<file path="config.mk">
export PLATFORM = sky130hd
export DESIGN_NAME = nebula_node_responder
export DESIGN_NICKNAME = d
export VERILOG_FILES = /design/src/rtl/nebula_pkg.sv /design/src/rtl/nebula_resp_fifo.sv /design/src/rtl/nebula_node_responder.sv
export SDC_FILE = /design/constraint.sdc
export NUM_CORES = 1
export LEC_CHECK = 0
export ABC_AREA = 1
export BUFFER_PORTS_ARGS = -buffer_cell sky130_fd_sc_hd__clkbuf_2
export CELL_PAD_IN_SITES_DETAIL_PLACEMENT = 1
export CELL_PAD_IN_SITES_GLOBAL_PLACEMENT = 1
export CORE_MARGIN = 1.5
export CORE_UTILIZATION = 28
export DETAILED_ROUTE_END_ITERATION = 12
export PLACE_DENSITY = 0.54
export SYNTH_ARGS = -nofsm -noshare
export SYNTH_HDL_FRONTEND = slang
export SYNTH_SLANG_ARGS = --single-unit
export TNS_END_PERCENT = 100
</file>
<file path="constraint.sdc">
create_clock -name clk -period 8.2 [get_ports clk]
set_input_delay 2.05 -clock clk [delete_from_list [all_inputs] [get_ports clk]]
set_output_delay 2.05 -clock clk [all_outputs]
set_load 0.01 [all_outputs]
</file>
<file path="src/rtl/nebula_pkg.sv">
// Shared mesh types: flit layout, packet kinds, mesh geometry and responder FSM states.
package nebula_pkg;

    localparam int MESH_SIZE_X = 4;
    localparam int MESH_SIZE_Y = 4;
    localparam int COORD_W     = 2;
    localparam int SEQ_W       = 8;
    localparam int DATA_W      = 32;

    typedef enum logic [1:0] {
        PACKET_DATA = 2'd0,
        PACKET_CTRL = 2'd1,
        PACKET_RESP = 2'd2
    } packet_type_t;

    typedef enum logic [1:0] {
        RESP_IDLE = 2'd0,
        RESP_WAIT = 2'd1,
        RESP_SEND = 2'd2
    } resp_state_t;

    typedef struct packed {
        logic                valid;
        packet_type_t        packet_type;
        logic [COORD_W-1:0]  src_x;
        logic [COORD_W-1:0]  src_y;
        logic [COORD_W-1:0]  dest_x;
        logic [COORD_W-1:0]  dest_y;
        logic [SEQ_W-1:0]    sequence_num;
        logic [DATA_W-1:0]   data;
    } flit_t;

    // Turn a request around: reply goes back to its sender with inverted payload.
    function automatic flit_t make_resp(input flit_t req,
                                        input logic [COORD_W-1:0] my_x,
                                        input logic [COORD_W-1:0] my_y);
        flit_t rsp;
        rsp.valid        = 1'b1;
        rsp.packet_type  = PACKET_RESP;
        rsp.src_x        = my_x;
        rsp.src_y        = my_y;
        rsp.dest_x       = req.src_x;
        rsp.dest_y       = req.src_y;
        rsp.sequence_num = req.sequence_num;
        rsp.data         = ~req.data;
        return rsp;
    endfunction

endpackage

</file>
<file path="src/rtl/nebula_resp_fifo.sv">
// Pending-request queue of flits; pointers carry a wrap bit to tell full from empty.
module nebula_resp_fifo
    import nebula_pkg::*;
#(
    parameter int DEPTH = 4
)(
    input  logic  clk,
    input  logic  rst_n,
    input  logic  i_push,
    input  flit_t i_push_data,
    input  logic  i_pop,
    output logic  o_full,
    output logic  o_empty,
    output flit_t o_head
);

    localparam int AW = $clog2(DEPTH);
    localparam logic [AW:0] PTR_ONE = {{AW{1'b0}}, 1'b1};

    flit_t         r_mem [DEPTH];
    logic [AW:0]   r_wr_ptr;
    logic [AW:0]   r_rd_ptr;
    logic          w_do_push;
    logic          w_do_pop;

    assign w_do_push = i_push && !o_full;
    assign w_do_pop  = i_pop && !o_empty;
    assign o_empty   = (r_wr_ptr == r_rd_ptr);
    assign o_full    = (r_wr_ptr[AW] != r_rd_ptr[AW]) &&
                       (r_wr_ptr[AW-1:0] == r_rd_ptr[AW-1:0]);
    assign o_head    = r_mem[r_rd_ptr[AW-1:0]];

    // Storage array, deliberately without reset.
    always_ff @(posedge clk) begin
        if (w_do_push) begin
            r_mem[r_wr_ptr[AW-1:0]] <= i_push_data;
        end
    end

    // Read and write pointers.
    always_ff @(posedge clk) begin
        if (!rst_n) begin
            r_wr_ptr <= '0;
            r_rd_ptr <= '0;
        end else begin
            if (w_do_push) begin
                r_wr_ptr <= r_wr_ptr + PTR_ONE;
            end
            if (w_do_pop) begin
                r_rd_ptr <= r_rd_ptr + PTR_ONE;
            end
        end
    end

endmodule

</file>
<file path="src/rtl/nebula_node_responder.sv">
// Mesh endpoint answering local PACKET_DATA requests with PACKET_RESP flits.
// Optional per-source sequence checking is enabled by defining NEBULA_RESP_SEQ_CHECK_EN.
module nebula_node_responder
    import nebula_pkg::*;
#(
    parameter int MY_X         = 0,
    parameter int MY_Y         = 0,
    parameter int FIFO_DEPTH   = 4,
    parameter int RESP_LATENCY = 2
)(
    input  logic        clk,
    input  logic        rst_n,
    input  flit_t       i_rx_data,
    input  logic        i_rx_valid,
    output logic        o_rx_ready,
    output flit_t       o_tx_data,
    output logic        o_tx_valid,
    input  logic        i_tx_ready,
    output logic [31:0] o_req_count,
    output logic [31:0] o_resp_count,
    output logic [15:0] o_drop_count,
    output logic [15:0] o_seq_err_count,
    output logic        o_busy
);

    localparam logic [COORD_W-1:0] MY_X_C   = COORD_W'(MY_X);
    localparam logic [COORD_W-1:0] MY_Y_C   = COORD_W'(MY_Y);
    localparam bit                 ZERO_LAT = (RESP_LATENCY == 0);
    localparam logic [7:0]         LAT_M1   = ZERO_LAT ? 8'd0 : 8'(RESP_LATENCY - 1);

    resp_state_t r_state, w_state_nxt;
    logic [7:0]  r_wait_cnt, w_wait_cnt_nxt;
    flit_t       r_tx_data, w_tx_data_nxt;
    logic        r_tx_valid;
    logic [31:0] r_req_count, r_resp_count;
    logic [15:0] r_drop_count;
    logic        w_fifo_full, w_fifo_empty, w_pop, w_resp_done;
    logic        w_rx_hs, w_accept, w_drop;
    flit_t       w_fifo_head;

    assign w_rx_hs  = i_rx_valid && o_rx_ready;
    assign w_accept = w_rx_hs && i_rx_data.valid && (i_rx_data.packet_type == PACKET_DATA) &&
                      (i_rx_data.dest_x == MY_X_C) && (i_rx_data.dest_y == MY_Y_C);
    assign w_drop   = w_rx_hs && !w_accept;

    nebula_resp_fifo #(.DEPTH(FIFO_DEPTH)) u_fifo (
        .clk         (clk),
        .rst_n       (rst_n),
        .i_push      (w_accept),
        .i_push_data (i_rx_data),
        .i_pop       (w_pop),
        .o_full      (w_fifo_full),
        .o_empty     (w_fifo_empty),
        .o_head      (w_fifo_head)
    );

    // Responder next-state: pop into the hold register, wait out the latency, present until accepted.
    always_comb begin
        w_state_nxt    = r_state;
        w_wait_cnt_nxt = r_wait_cnt;
        w_tx_data_nxt  = r_tx_data;
        w_pop          = 1'b0;
        w_resp_done    = 1'b0;
        case (r_state)
            RESP_IDLE: begin
                if (!w_fifo_empty) begin
                    w_pop         = 1'b1;
                    w_tx_data_nxt = make_resp(w_fifo_head, MY_X_C, MY_Y_C);
                    if (ZERO_LAT) begin
                        w_state_nxt = RESP_SEND;
                    end else begin
                        w_wait_cnt_nxt = LAT_M1;
                        w_state_nxt    = RESP_WAIT;
                    end
                end else begin
                    w_state_nxt = RESP_IDLE;
                end
            end
            RESP_WAIT: begin
                if (r_wait_cnt == 8'd0) begin
                    w_state_nxt = RESP_SEND;
                end else begin
                    w_wait_cnt_nxt = r_wait_cnt - 8'd1;
                end
            end
            RESP_SEND: begin
                if (i_tx_ready) begin
                    w_resp_done = 1'b1;
                    w_state_nxt = RESP_IDLE;
                end else begin
                    w_state_nxt = RESP_SEND;
                end
            end
            default: begin
                w_state_nxt = RESP_IDLE;
            end
        endcase
    end

    // FSM state, wait counter and registered tx interface.
    always_ff @(posedge clk) begin
        if (!rst_n) begin
            r_state    <= RESP_IDLE;
            r_wait_cnt <= 8'd0;
            r_tx_data  <= '0;
            r_tx_valid <= 1'b0;
        end else begin
            r_state    <= w_state_nxt;
            r_wait_cnt <= w_wait_cnt_nxt;
            r_tx_data  <= w_tx_data_nxt;
            r_tx_valid <= (w_state_nxt == RESP_SEND);
        end
    end

    // Traffic counters; the drop counter saturates rather than wrapping.
    always_ff @(posedge clk) begin
        if (!rst_n) begin
            r_req_count  <= 32'd0;
            r_resp_count <= 32'd0;
            r_drop_count <= 16'd0;
        end else begin
            if (w_accept) begin
                r_req_count <= r_req_count + 32'd1;
            end
            if (w_resp_done) begin
                r_resp_count <= r_resp_count + 32'd1;
            end
            if (w_drop && (r_drop_count != 16'hFFFF)) begin
                r_drop_count <= r_drop_count + 16'd1;
            end
        end
    end

`ifdef NEBULA_RESP_SEQ_CHECK_EN
    localparam int N_SRC = MESH_SIZE_X * MESH_SIZE_Y;
    localparam int IDX_W = $clog2(N_SRC);

    logic [N_SRC-1:0] r_seen;
    logic [SEQ_W-1:0] r_last [N_SRC];
    logic [15:0]      r_seq_err;
    logic [IDX_W-1:0] w_src_idx;
    logic [SEQ_W-1:0] w_seq_exp;
    logic             w_seq_bad;

    assign w_src_idx = IDX_W'(int'(i_rx_data.src_y) * MESH_SIZE_X + int'(i_rx_data.src_x));
    assign w_seq_exp = r_last[w_src_idx] + SEQ_W'(1);
    assign w_seq_bad = w_accept && r_seen[w_src_idx] && (i_rx_data.sequence_num != w_seq_exp);

    // Last sequence number per source; only meaningful once the seen bit is set.
    always_ff @(posedge clk) begin
        if (w_accept) begin
            r_last[w_src_idx] <= i_rx_data.sequence_num;
        end
    end

    // Seen bits and saturating sequence-error counter.
    always_ff @(posedge clk) begin
        if (!rst_n) begin
            r_seen    <= '0;
            r_seq_err <= 16'd0;
        end else begin
            if (w_accept) begin
                r_seen[w_src_idx] <= 1'b1;
            end
            if (w_seq_bad && (r_seq_err != 16'hFFFF)) begin
                r_seq_err <= r_seq_err + 16'd1;
            end
        end
    end

    assign o_seq_err_count = r_seq_err;
`else
    assign o_seq_err_count = 16'd0;
`endif

    assign o_rx_ready   = !w_fifo_full;
    assign o_tx_data    = r_tx_data;
    assign o_tx_valid   = r_tx_valid;
    assign o_req_count  = r_req_count;
    assign o_resp_count = r_resp_count;
    assign o_drop_count = r_drop_count;
    assign o_busy       = !w_fifo_empty || (r_state != RESP_IDLE);

endmodule

</file>
==> summary.md, run 1 <==
| Metric | Value |
|---|---|
| Status | `finished, final reports clean` |
| Drt pass-1 iters | `4` |
| All-Layer GR Usage | `14.9%` |
| Netlist cell types | `43` |
| Yosys warning count | `0` |
| Share of cells above drive strength 1 | `19.4%` |
| Met1 GRT Util | `between 10% and 20%` |
| EDFF count, synth | `176` |
| Met3 usage | `between 2 and 3%` |
| Least-Margin Pin Slew | `a little over 1 ns` |
| WHS | `between 0.4 and 0.5 ns` |
| Syn_area_per_cell | `between 9 and 10 µm²` |
| CP endpoint kind | `output pin` |
| HPWL after DPL | `about 24000 µm` |
| Routed WL | `~38000 µm` |
| R2R depth | `9` |
| CTS tree | `built` |
| Clk pwr share | `37.3%` |
| Largest stage delay, worst path | `0.34 ns` |
| HP Start | `o_tx_data[34]` |
| Final clock skew | `0.0151 ns` |
| Grt ovf | `0` |
| CTS buffer count | `39` |
| Initial DRC Count | `449` |
| First-pass GRT wire length | `58900 µm` |
| CTS resizes | `0` |
| Lkg Pwr | `6.33 nW` |
| Max cap viols | `0` |
| Critical-path cell with the highest stage delay | `dfxtp_1` |
| Slew Limit Fails | `0` |
| Commonest non-fill, non-tap cells in the layout | `nand2_1 (241), nor2_1 (185), clkbuf_2 (182)` |
| Fmax | `0.261 GHz` |
| Mapped Cells | `1424` |
| Max-slew headroom | `31.1%` |
| Seq/Total Area, Yosys | `60.0%` |
| Largest net degree at the start of global routing | `90` |
| ANT nets after route | `0` |
| # Post-CTS Setup Buffers | `0` |
| Clock sink count | `between 300 and 400` |
| CP most frequent cell | `nand2_1` |
| Seq pwr share | `40.6%` |
| Critical Path Fanout Max | `5` |
| Fillers | `around 5500` |
| Hold Vio Cnt, Final | `0` |
| Psw | `1.48 mW` |
| Setup TNS | `0 ns` |
| Bufs and invs on worst path | `2` |
| Gr busiest metal | `met2` |
| Synth Flop Type | `edfxtp_1` |
| Placed insts | `2171` |
| Period minus WS final | `3.83 ns` |
| Die Ht | `approximately 220 µm` |
| Worst hold path class | `flip-flop to flip-flop` |
| Die Footprint | `50000 µm²` |
| H-Tree Depth | `2` |
| Post-DR vias/cell | `roughly 4.7` |
| CP Class | `flip-flop to output pin` |
| Finished Layout Cells | `2241` |
| Flops & latches, synth | `320` |
| Stages on worst setup path | `6` |
| Crit-path cells | `inv_2 -> nand2_1 -> nand2_1 -> nand4_1 -> nand3b_1 -> clkbuf_2` |
| Nets | `1662` |
| Initial Utilization | `28.5%` |
| Core area | `47800 µm²` |
| Critical Path Start | `u_fifo.r_wr_ptr[0]` |
| Vias in the first global route | `10500` |
| Power per cell area | `between 200 and 300 nW/µm²` |
| IO buf count | `183` |
| GR Util met2 | `25.2%` |
| Comb pwr share | `between 20 and 25%` |
| CP required | `6.15 ns` |
| Reg-to-Reg Start | `u_fifo.r_wr_ptr[1]` |
| CTS clock-pin slew for the worst setup and hold paths | `0.05 ns` |
| Worst-Skew Late Latency | `0.56 ns` |
| Post-CTS Hold Buffers | `0` |
| CTS root buffer | `clkbuf_16` |
| RD Place Congestion | `0.737` |
| Area Overhead vs Synth | `19.7%` |
| Hold Crit Depth | `2` |
| Critical path launch point type | `flip-flop` |
| Via count | `10600` |
| RSZ-0062 raised after global routing | `false` |
| Die W | `224 µm` |
| CTS Buffer Depth | `3` |
| Sw Ratio | `31.9%` |
| Initial antenna violation count | `3` |
| Final Cycle Share | `46.7%` |
| DRC Markers | `0` |
| Post-synth design cell area | `13600 µm²` |
| CP Data Arrival Time | `1.78 ns` |
| Ys async rst share | `0%` |
| Internal cell power | `3.17 mW` |
| Most common cell after layout, fill and taps aside | `nand2_1` |
| I/O pin cnt | `205` |
| Drt wl/cell | `~17 µm` |
| Num rows | `80` |
| Final setup viols | `0` |
| Peak VDD IR | `between 0.1 and 0.15 mV` |
| CP delay by family, top | `simple AND/OR/NAND/NOR gates` |
-- cell type report --
cell class | count | area [µm²] | share of cell area [%]
Clock inverter | 13 | 176 | 1.08
Tap cell | 615 | 769 | 4.72
Multi-Input combinational cell | 947 | 4730 | 29.0
Inverter | 96 | 360 | 2.21
Sequential cell | 320 | 8170 | 50.1
Clock buffer | 55 | 1100 | 6.73
Antenna cell | 2 | 5.00 | 0.0307
Timing Repair Buffer | 193 | 993 | 6.09
-- cell usage after synthesis, drive strengths merged (6+ instances only) --
master / n / area [µm²]
edfxtp: 176 / 5290
nor2: 214 / 952
o21a: 6 / 45.0
xor2: 12 / 105
o21ai: 99 / 499
nand3: 86 / 510
a22oi: 32 / 240
a21oi: 163 / 820
inv: 94 / 353
nor3: 17 / 106
nand4: 17 / 121
o22ai: 12 / 75.1
clkbuf: 33 / 124
buf: 48 / 338
dfxtp: 144 / 2880
ha: 10 / 125
nand2: 247 / 947
-- cells by family after synthesis --
| group | count (synthesis) | share of synthesized area, % |
|---|---|---|
| flip-flops | 320 | 60.0 |
| buffers and inverters | 177 | 6.04 |
| AND/OR/NAND/NOR | 588 | 19.7 |
| adder cells (fa/ha/maj) | 10 | 0.919 |
| other | 1 | 0.0275 |
| AO/OA/AOI/OAI | 314 | 12.4 |
| XOR/XNOR | 14 | 0.900 |
-- per-stage QoR --
step / utilization (%) / cell area [µm²] / power [mW] / setup slack [ns]
floorplan: - / 13700 / 2.63 / 3.14
global placement: 31.4 / 15000 / 2.97 / 4.10
detailed placement: 31.4 / 15000 / 2.98 / 4.06
CTS: 34.1 / 16300 / 4.75 / 4.34
global route: 34.1 / 16300 / 4.92 / 4.29
finish: 34.1 / 16300 / 4.65 / 4.37
-- per-layer routing --
layer | wire length (µm) | vias up
li1 | - | 5182
met2 | 18200 | 166
met3 | 1390 | 62
met4 | 933 | 4
met5 | 30 | -
met1 | 17200 | 5153
-- worst register-to-register path, cell delays in order (launching register included) --
cell and delay (ns):
dfxtp_1 0.41, inv_2 0.09, nand2_1 0.06, nand2_1 0.11, nand4_1 0.14, nand2_2 0.34
inv_2 0.56, buf_4 0.53, o21ai_0 0.16, a21oi_1 0.18
-- power groups by stage --
stage          Clock [mW]  Sequential (mW)  Combinational (mW)
6_report             1.73             1.89                1.03
5_1_grt              1.86             1.90                1.16
4_1_cts              1.80             1.89                1.06
3_5_place_dp            0             1.92                1.05
3_3_place_gp            0             1.92                1.05
2_1_floorplan           0             1.94               0.686
-- path summary, 6_finish.rpt --
kind / endpoint / slack, ns
worst max-delay path: o_busy / 4.37
worst min-delay path: o_tx_data[34] / 0.48
worst min register to register: o_tx_data[34] / 0.48
worst max register to register: o_tx_data[26] / 5.56
-- registers in the layout, indices dropped and copies added, names as in the netlist, named ones only --
signal	flops
o_tx_data	45
r_state	2
o_tx_valid	1
r_wait_cnt	8
o_drop_count	16
o_req_count	32
u_fifo.r_mem	176
u_fifo.r_wr_ptr	3
u_fifo.r_rd_ptr	3
o_resp_count	32
No activity file was read; power rests on OpenSTA's default activity.
==> run 2: changes to the inputs <==
Clock period 8.2 ns to 3.85 ns, I/O delays scaled along.
==> summary.md, run 2 (synthesis results as in run 1) <==
| Metric | Value |
|---|---|
| Max reg flops | `176 (unchanged)` |
| Max-slew headroom | `25.8% (-5.3 points)` |
| Worst hold path class | `flip-flop to flip-flop` |
| Routed WL | `37900 µm (+0.32%)` |
| Period minus WS final | `2.66 ns` |
| Area Overhead vs Synth | `20.3%` |
| Max cap viols | `0 (unchanged)` |
| Placed insts | `2175 (+0.18%)` |
| CTS root buffer | `clkbuf_16` |
| Nets | `1667 (+0.30%)` |
| All-Layer GR Usage | `15.2% (+0.29 points)` |
| HPWL after DPL | `24500 µm (+3.0%)` |
| Critical Path Fanout Max | `5 (unchanged)` |
| CTS Buffer Depth | `3 (unchanged)` |
| CP required | `2.89 ns (-3.26 ns)` |
| Gr busiest metal | `met2` |
| Finished Layout Cells | `2249 (+0.36%)` |
| CTS buffer count | `40 (+2.6%)` |
| Worst-Skew Late Latency | `0.57 ns (about the same)` |
| Share of cells above drive strength 1 | `20.0% (+0.63 points)` |
| Fmax | `0.375 GHz` |
| GR Util met2 | `26.0% (+0.78 points)` |
| Peak VDD IR | `0.317 mV (+120%)` |
| CP endpoint kind | `output pin` |
| Most common cell after layout, fill and taps aside | `nand2_1` |
| DRC Markers | `0 (unchanged)` |
| Final clock skew | `0.0257 ns (+0.0107 ns)` |
| Status | `finished, final reports clean` |
| Power per cell area | `599 nW/µm² (+110%)` |
| Met1 GRT Util | `19.4% (+0.22 points)` |
| Die Footprint | `50000 µm² (unchanged)` |
| Critical path launch point type | `flip-flop` |
| RSZ-0062 raised after global routing | `false` |
| Least-Margin Pin Slew | `1.11 ns (+0.0790 ns)` |
| DP Worst Slack | `1.09 ns (-2.97 ns)` |
| First-pass GRT wire length | `59800 µm (+1.5%)` |
| Die Ht | `224 µm (unchanged)` |
| RD Place Congestion | `0.763 (+3.5%)` |
| Post-CTS Hold Buffers | `0 (unchanged)` |
| CTS clock-pin slew for the worst setup and hold paths | `0.06 ns (about the same)` |
| Post-DR vias/cell | `4.70 (-0.23%)` |
| Hold Vio Cnt, Final | `0 (unchanged)` |
| Commonest non-fill, non-tap cells in the layout | `nand2_1 (241), nor2_1 (185), clkbuf_2 (182)` |
| Vias in the first global route | `10700 (+1.5%)` |
| Fillers | `5503 (-0.83%)` |
| Largest net degree at the start of global routing | `91 (+1.1%)` |
| H-Tree Depth | `2 (unchanged)` |
| CP Data Arrival Time | `1.70 ns (-0.08 ns)` |
| Initial antenna violation count | `3 (unchanged)` |
| Met3 usage | `3.12% (+0.28 points)` |
| Final setup viols | `0 (unchanged)` |
| # Post-CTS Setup Buffers | `0 (unchanged)` |
| IO buf count | `183 (unchanged)` |
| Clock sink count | `320 (unchanged)` |
| Slew Limit Fails | `0 (unchanged)` |
| Total power draw | `9.82 mW (+110%)` |
| I/O pin cnt | `205 (unchanged)` |
| Drt pass-1 iters | `4 (unchanged)` |
| CTS resizes | `0 (unchanged)` |
| CTS tree | `built` |
| Initial Utilization | `28.5% (unchanged)` |
| Initial DRC Count | `421 (-6.2%)` |
| Via count | `10600 (+0.12%)` |
| Num rows | `80 (unchanged)` |
| Lkg Pwr | `6.34 nW (+0.22%)` |
| Drt wl/cell | `16.8 µm (about the same)` |
| Final worst setup slack | `1.19 ns (-3.18 ns)` |
| ANT nets after route | `0 (unchanged)` |
| CP Class | `flip-flop to output pin` |
| Die W | `224 µm (unchanged)` |
| Final Cycle Share | `69.2%` |
| Grt ovf | `0 (unchanged)` |
| Core area | `47800 µm² (unchanged)` |
-- run 2: cell types whose count changed in the layout (fill, tap and decap cells not counted), sizes merged --
cell	before	now
clkinvlp	0	6
buf	11	15
inv	99	96
bufinv	3	0
clkbuf	237	235
clkinv	7	14
diode	2	1
-- run 2: power by group --
| group | internal [mW] | leakage (nW) | switching [mW] |
|---|---|---|---|
| Clock | 2.05 | 0.613 | 1.54 |
| Sequential | 3.86 | 2.75 | 0.152 |
| Combinational | 0.697 | 2.97 | 1.52 |
-- run 2: cell type report --
| class | count | area (µm²) | share of cell area [%] |
|---|---|---|---|
| clock inverter | 20 | 184 | 1.12 |
| multi-input combinational | 947 | 4730 | 28.9 |
| antenna | 1 | 2.50 | 0.0153 |
| clock buffer | 53 | 1100 | 6.71 |
| inverter | 96 | 360 | 2.20 |
| timing repair buffer | 197 | 1070 | 6.55 |
| tap | 615 | 769 | 4.70 |
| sequential | 320 | 8170 | 49.9 |
-- run 2: critical path: stages (launching register included) --
cell and delay (ns):
dfxtp_1 0.35, inv_2 0.11, nand2_1 0.07, nand2_1 0.12
nand4_1 0.15, nand3b_1 0.18, clkbuf_2 0.16
-- run 2: worst paths after layout --
kind	startpoint	end	cells past startpoint	slack, ns
min reg2reg	o_tx_data[42]	o_tx_data[42]	2	0.48
min	o_tx_data[42]	o_tx_data[42]	2	0.48
max	u_fifo.r_wr_ptr[0]	o_busy	6	1.19
max reg2reg	u_fifo.r_wr_ptr[0]	o_tx_data[28]	10	1.26
-- run 2: metrics by stage --
step / area (µm²) / setup TNS, ns / hold WS [ns] / util [%]
2_1_floorplan: 13700 / -16.71 / 0.457 / -
3_3_place_gp: 15100 / 0 / 0.467 / 31.6
3_5_place_dp: 15100 / 0 / 0.472 / 31.6
4_1_cts: 16400 / 0 / 0.487 / 34.2
5_1_grt: 16400 / 0 / 0.510 / 34.2
6_report: 16400 / 0 / 0.482 / 34.3
-- run 2: routing by layer --
metal,vias to the layer above,part of all wire (%)
met5,-,0.12
met4,6,1.9
met3,53,4.3
met2,184,48
met1,5133,45
li1,5204,-
